`src/rtl/prod_bcd_pkg.sv`:
```
// Shared types and constants for the Booth-product BCD converter.
// Segment patterns are active-low, bit order gfedcba.
package prod_bcd_pkg;

  typedef enum logic [1:0] {
    S_IDLE,
    S_SHIFT,
    S_DONE
  } state_e;

  localparam logic [6:0] SEG_0     = 7'b1000000;
  localparam logic [6:0] SEG_1     = 7'b1111001;
  localparam logic [6:0] SEG_2     = 7'b0100100;
  localparam logic [6:0] SEG_3     = 7'b0110000;
  localparam logic [6:0] SEG_4     = 7'b0011001;
  localparam logic [6:0] SEG_5     = 7'b0010010;
  localparam logic [6:0] SEG_6     = 7'b0000010;
  localparam logic [6:0] SEG_7     = 7'b1111000;
  localparam logic [6:0] SEG_8     = 7'b0000000;
  localparam logic [6:0] SEG_9     = 7'b0010000;
  localparam logic [6:0] SEG_MINUS = 7'b0111111;
  localparam logic [6:0] SEG_BLANK = 7'b1111111;

  // True when DIGITS decimal digits can hold the largest magnitude 2^(2N-1).
  function automatic bit digits_ok(input int n, input int d);
    longint p10;
    p10 = 1;
    for (int i = 0; i < d; i++) p10 = p10 * 10;
    return p10 > (longint'(1) << (2 * n - 1));
  endfunction

endpackage

```
`src/rtl/prod_bcd_conv_sevseg.sv`:
```
// Single BCD digit to active-low 7-segment pattern (gfedcba).
// Non-decimal codes show blank.
module bcd_to_sevseg
  import prod_bcd_pkg::*;
(
  input  logic [3:0] digit_i,
  output logic [6:0] seg_o
);

  // Pure lookup; codes 10..15 never occur from the converter.
  always_comb begin
    seg_o = SEG_BLANK;
    case (digit_i)
      4'd0:    seg_o = SEG_0;
      4'd1:    seg_o = SEG_1;
      4'd2:    seg_o = SEG_2;
      4'd3:    seg_o = SEG_3;
      4'd4:    seg_o = SEG_4;
      4'd5:    seg_o = SEG_5;
      4'd6:    seg_o = SEG_6;
      4'd7:    seg_o = SEG_7;
      4'd8:    seg_o = SEG_8;
      4'd9:    seg_o = SEG_9;
      default: seg_o = SEG_BLANK;
    endcase
  end

endmodule

```
`src/rtl/prod_bcd_conv.sv`:
```
// Signed Booth product -> sign + BCD digits via double dabble.
// Optional 7-segment output under PROD_BCD_SEVSEG_EN.
module prod_bcd_conv
  import prod_bcd_pkg::*;
#(
  parameter int N      = 8,
  parameter int DIGITS = 5
) (
  input  logic                  clk,
  input  logic                  Reset,
  input  logic                  Load,
  input  logic [2*N-1:0]        Product,
  output logic                  Busy,
  output logic                  Done,
  output logic                  Sign,
`ifdef PROD_BCD_SEVSEG_EN
  output logic [4*DIGITS-1:0]   BCD,
  output logic [7*(DIGITS+1)-1:0] HEX
`else
  output logic [4*DIGITS-1:0]   BCD
`endif
);

  localparam int W  = 2 * N;
  localparam int AW = 4 * DIGITS;
  localparam int CW = $clog2(W + 1);
  localparam bit DIGITS_OK = digits_ok(N, DIGITS);

  if (!DIGITS_OK) begin : g_bad_digits
    $error("prod_bcd_conv: DIGITS too small for N");
  end

  state_e         state_q, state_d;
  logic           load_q;
  logic [AW-1:0]  acc_q, acc_d;
  logic [W-1:0]   mag_q, mag_d;
  logic [CW-1:0]  cnt_q, cnt_d;
  logic           neg_q, neg_d;
  logic [AW-1:0]  bcd_q, bcd_d;
  logic           sign_q, sign_d;

  logic           start;
  logic [AW-1:0]  adj;
  logic [AW+W-1:0] sh;

  assign start = Load & ~load_q & (state_q == S_IDLE);

  // Next-state: capture on start, add-3 then shift while SHIFT.
  always_comb begin
    state_d = state_q;
    acc_d   = acc_q;
    mag_d   = mag_q;
    cnt_d   = cnt_q;
    neg_d   = neg_q;
    bcd_d   = bcd_q;
    sign_d  = sign_q;
    adj     = acc_q;
    sh      = '0;
    for (int d = 0; d < DIGITS; d++) begin
      if (acc_q[4*d+:4] >= 4'd5) adj[4*d+:4] = acc_q[4*d+:4] + 4'd3;
    end
    unique case (state_q)
      S_IDLE: begin
        if (start) begin
          state_d = S_SHIFT;
          neg_d   = Product[W-1];
          mag_d   = Product[W-1] ? (~Product + 1'b1) : Product;
          acc_d   = '0;
          cnt_d   = CW'(W);
        end
      end
      S_SHIFT: begin
        sh    = {adj, mag_q} << 1;
        acc_d = sh[AW+W-1:W];
        mag_d = sh[W-1:0];
        cnt_d = cnt_q - 1'b1;
        if (cnt_q == CW'(1)) begin
          state_d = S_DONE;
          bcd_d   = sh[AW+W-1:W];
          sign_d  = neg_q;
        end
      end
      S_DONE:  state_d = S_IDLE;
      default: state_d = S_IDLE;
    endcase
  end

  // State and datapath registers with synchronous reset.
  always_ff @(posedge clk) begin
    if (Reset) begin
      state_q <= S_IDLE;
      load_q  <= 1'b0;
      acc_q   <= '0;
      mag_q   <= '0;
      cnt_q   <= '0;
      neg_q   <= 1'b0;
      bcd_q   <= '0;
      sign_q  <= 1'b0;
    end else begin
      state_q <= state_d;
      load_q  <= Load;
      acc_q   <= acc_d;
      mag_q   <= mag_d;
      cnt_q   <= cnt_d;
      neg_q   <= neg_d;
      bcd_q   <= bcd_d;
      sign_q  <= sign_d;
    end
  end

  assign Busy = (state_q != S_IDLE);
  assign Done = (state_q == S_DONE);
  assign Sign = sign_q;
  assign BCD  = bcd_q;

`ifdef PROD_BCD_SEVSEG_EN
  for (genvar g = 0; g < DIGITS; g++) begin : g_seg
    bcd_to_sevseg u_seg (
      .digit_i (bcd_q[4*g+:4]),
      .seg_o   (HEX[7*g+:7])
    );
  end
  assign HEX[7*DIGITS+:7] = sign_q ? SEG_MINUS : SEG_BLANK;
`endif

endmodule

```
`config.mk`:
```
export PLATFORM = sky130hd
export DESIGN_NAME = prod_bcd_conv
export DESIGN_NICKNAME = d
export VERILOG_FILES = /design/src/rtl/prod_bcd_pkg.sv /design/src/rtl/prod_bcd_conv_sevseg.sv /design/src/rtl/prod_bcd_conv.sv
export SDC_FILE = /design/constraint.sdc
export NUM_CORES = 1
export LEC_CHECK = 0
export CAP_MARGIN = 20
export CORE_MARGIN = 5
export CORE_UTILIZATION = 40
export CTS_BUF_LIST = sky130_fd_sc_hd__clkbuf_16
export DETAILED_ROUTE_END_ITERATION = 7
export PLACE_DENSITY = 0.73
export SYNTH_ARGS = -nofsm -noshare
export SYNTH_HDL_FRONTEND = slang
export SYNTH_HIERARCHICAL = 1
export SYNTH_SLANG_ARGS = --single-unit
```
`constraint.sdc`:
```
create_clock -name clk -period 2 [get_ports clk]
set_clock_uncertainty 0.2 [all_clocks]
set_input_delay 0.2 -clock clk [delete_from_list [all_inputs] [get_ports clk]]
set_output_delay 0.2 -clock clk [all_outputs]
set_load 0.02 [all_outputs]
```
==> metrics.md, run 1 <==
| Metric | Value |
|---|---|
| Outcome | `finished, final reports clean` |
| Most common cell in the synthesized netlist | `dfxtp_1` |
| Worst Reg-to-Reg Cells | `7` |
| Number of cells in the design after placement | `between 500 and 600` |
| Most used standard cells in the synthesized netlist | `dfxtp_1, nand2_1, a21oi_1, nor2_1, clkbuf_1` |
| Total leakage power | `1.61 nW` |
| Final critical path time including I/O delays and setup | `1940 ps` |
| Max Freq | `approximately 0.52 GHz` |
| Worst Min Path Start | `Reset` |
| Width of the die | `100 um` |
| Max-slew violations | `0` |
| Worst Hold Depth | `2` |
| Final Hold Vio Count | `0` |
| Global-route congestion overflow total | `0` |
| Synth Net Count | `428` |
| Data required time at the worst endpoint | `2010 ps` |
| Fraction of final layout cells sized beyond drive strength 1 | `0.159` |
| Count of flip-flops with a built-in enable after synthesis | `0` |
| CP Cell Sequence | `clkdlybuf4s50_1 -> buf_4 -> or2_1 -> or3_4 -> o31ai_4 -> xor2_1 -> o22ai_1` |
| Type of the most critical hold path | `primary input to register` |
| Maximum fanout along the worst path | `3` |
| Unique masters post-synth | `39` |
| CP Capture Type | `register` |
| Per-instance average area after synthesis | `8.21 um2` |
| Wire length of the first global-routing pass | `13,100 um` |
| Yosys warning total | `6` |
| Detail Route Antenna Nets | `0` |
| Number of levels the H-tree was split into | `3` |
| Overall Global Routing Usage | `0.159` |
| Leading post-synthesis cells by cell area | `dfxtp_1, a21oi_1, nand2_1` |
| Area share of the leading cell type in the synthesized netlist | `0.407` |
| Kind of cell with the highest combined delay on the critical path | `simple AND/OR/NAND/NOR gates` |
| Routed wire length | `7700 um` |
| Clock insertion delay at the later pin of the skew report | `330 ps` |
| Die area | `around 10,000 um2` |
| Count of maximum capacitance violations | `0` |
| Detailed-route wire length per cell | `13.6 um` |
| Area leader, netlist | `dfxtp_1` |
| CTS sink count | `66` |
| Finished layout cell area | `4340 um2` |
| Final std cells w/o fill | `568` |
| Maximum count of clock buffers along a single path | `2` |
| Layout area overhead | `33.7%` |
| Post-CTS Hold Fix Bufs | `0` |
| Crit path DAT | `1950 ps` |
| Number of vias in the routed layout | `2,989` |
| Fraction of the yosys area taken by sequential cells | `0.407` |
| Clock edge transition at the registers on the reported setup and hold paths | `50 ps` |
| Relative slew slack | `0.640` |
| Placed inst area | `~4000 um2` |
| Longest individual stage delay on the worst path | `between 400 and 500 ps` |
| DRC viols | `0` |
| Detailed Routing Iterations Pass 1 | `4` |
| Buf/Inv on CP | `2` |
| Antenna violations before repair | `0` |
| Number of ports placed on the die boundary | `42` |
| Peak supply drop | `0.364 mV` |
| Prevailing post-synth register cell | `dfxtp_1` |
| Number of global-route vias before repair | `2,912` |
| Floorplan core area | `7810 um2` |
| HPWL reported at the end of detailed placement | `5430 um` |
| Summed instance area of the synthesized netlist | `3250 um2` |
| Final setup violation count | `0` |
| Flip-flop and latch count after synthesis | `66` |
| Share of async-settable or async-resettable flops after synthesis | `0` |
| Kind of critical path | `primary input to register` |
| Clock root cell | `clkbuf_16` |
| Std cell rows | `32` |
| R2r endpoint | `acc_q[18]$_SDFFE_PP0P_` |
| Final GP Congestion | `0.831` |
| Number of nets in the layout | `493` |
| Maximum number of pins on one net before global-route repair | `40` |
| 1st-iter DRT viols | `~110` |
| Final core occ | `0.556` |
| Count of buffers inserted at the top-level ports | `just over 40` |
| Routed vias/inst | `5.26` |
| Actual transition at the worst max-transition pin | `roughly 540 ps` |
| Starting Density | `0.416` |
| Kind of start point of the critical path | `primary input` |
| Final worst-path cycle share | `0.971` |
| Launch instance of the worst register-to-register path | `acc_q[16]$_SDFFE_PP0P_` |
| CP max-delay cell | `or3_4` |
| Diodes inserted | `0` |
| Setup repair after global routing missed its margin | `yes` |
| Count of mapped cells out of synthesis | `396` |
| R2R Setup Slk | `90 ps` |
| Overall die height | `100 um` |
| Clock buffer count from CTS | `9` |
| TritonCTS clock tree | `yes` |
| Hold-critical path endpoint | `mag_q[14]$_SDFFE_PP0P_` |
| Power density normalized to cell area | `743 nW/um2` |
-- area by class of cell --
type,count,area [um2]
Fill cell,734,3460
Tap cell,102,128
Inverter,16,60.1
Multi-Input combinational cell,289,1840
Timing Repair Buffer,79,731
Clock inverter,7,36.3
Clock buffer,9,225
Sequential cell,66,1320
-- what timing repair did --
item                       CTS  global route
pin swaps                    3             7
setup endpoints to repair   20             8
setup buffers                0             2
gates resized for setup      5            14
-- state kept, by name (all words and copies together), names as in the netlist --
register,cells
Sign,1
BCD,20
load_q,1
mag_q,16
cnt_q,5
neg_q,1
acc_q,20
state_q,2
-- per-layer routing --
layer / GRT usage / part of all wire / vias to the layer above
met5: 0 / 0 / -
met1: 0.190 / 0.44 / 1394
met2: 0.274 / 0.50 / 64
met4: 0.0777 / 0.015 / 0
li1: - / - / 1522
met3: 0.0285 / 0.045 / 9
-- power by group --
part           internal, mW  switching [mW]  total [mW]
combinational         0.208           0.247       0.456
sequential             1.37          0.0375        1.41
clock                 0.820           0.544        1.36
-- how the worst max path moves through the flow --
stage	startpoint	to	slack, ps	cells after the start
after CTS	Product[0]	mag_q[14]$_SDFFE_PP0P_	-20	8
after global routing	Product[0]	mag_q[14]$_SDFFE_PP0P_	-20	8
after floorplan	cnt_q[0]$_SDFFE_PP0P_	BCD[11]$_SDFFE_PP0P_	10	7
after detailed placement	Product[10]	mag_q[15]$_SDFFE_PP0P_	-400	5
after global placement	Product[10]	mag_q[15]$_SDFFE_PP0P_	-370	5
final	Product[1]	mag_q[13]$_SDFFE_PP0P_	60	7
-- cells in the final DEF, fill, tap and decap left out, types with 4 or more instances in the layout --
master	count
xnor2_1	14
mux2i_1	6
ha_1	13
o22ai_1	4
a22oi_1	19
a21oi_1	44
nor3b_1	9
nor3_1	11
o21ai_0	20
nor2b_1	7
nand3_1	13
dlymetal6s2s_1	6
a211oi_1	9
dfxtp_1	66
buf_4	36
nand2b_1	9
xor2_1	6
inv_1	16
nor2_1	26
nand2_1	48
clkdlybuf4s50_1	34
clkinv_2	5
clkbuf_16	9
-- worst reg2reg max path, cell delays in order, from the launching register on --
cell and delay [ps]:
dfxtp_1 340, inv_1 70, ha_1 250, nand2b_1 90, a21oi_1 310, mux2i_1 330
a22oi_1 110, nor2_1 130
-- metrics by stage --
stage	setup TNS [ps]	power (mW)	hold WS, ps	worst slack, ps
after floorplan	0	1.68	128	13.4
after global placement	-4930	1.86	242	-374
after detailed placement	-5620	1.87	248	-401
after CTS	-21.4	3.25	32.6	-21.4
after global routing	-45.4	3.35	80.9	-20.9
final	0	3.23	44.2	58.9
-- kinds of logic after synthesis --
kind of cell / synth area share
and+or+nand+nor: 0.218
xor gates and xnor gates: 0.0539
muxes: 0.0185
adders and majority gates: 0.0501
DFF: 0.407
AOI/OAI and AO/OA: 0.204
buffers and inverters: 0.0497
(Power assumes the default switching activity.)
==> inputs of run 2 (changes only) <==
CTS_CLUSTER_DIAMETER = 200   (was default)
==> results of run 2 <==
Final layout, timing and power as in run 1 (identical DEF).
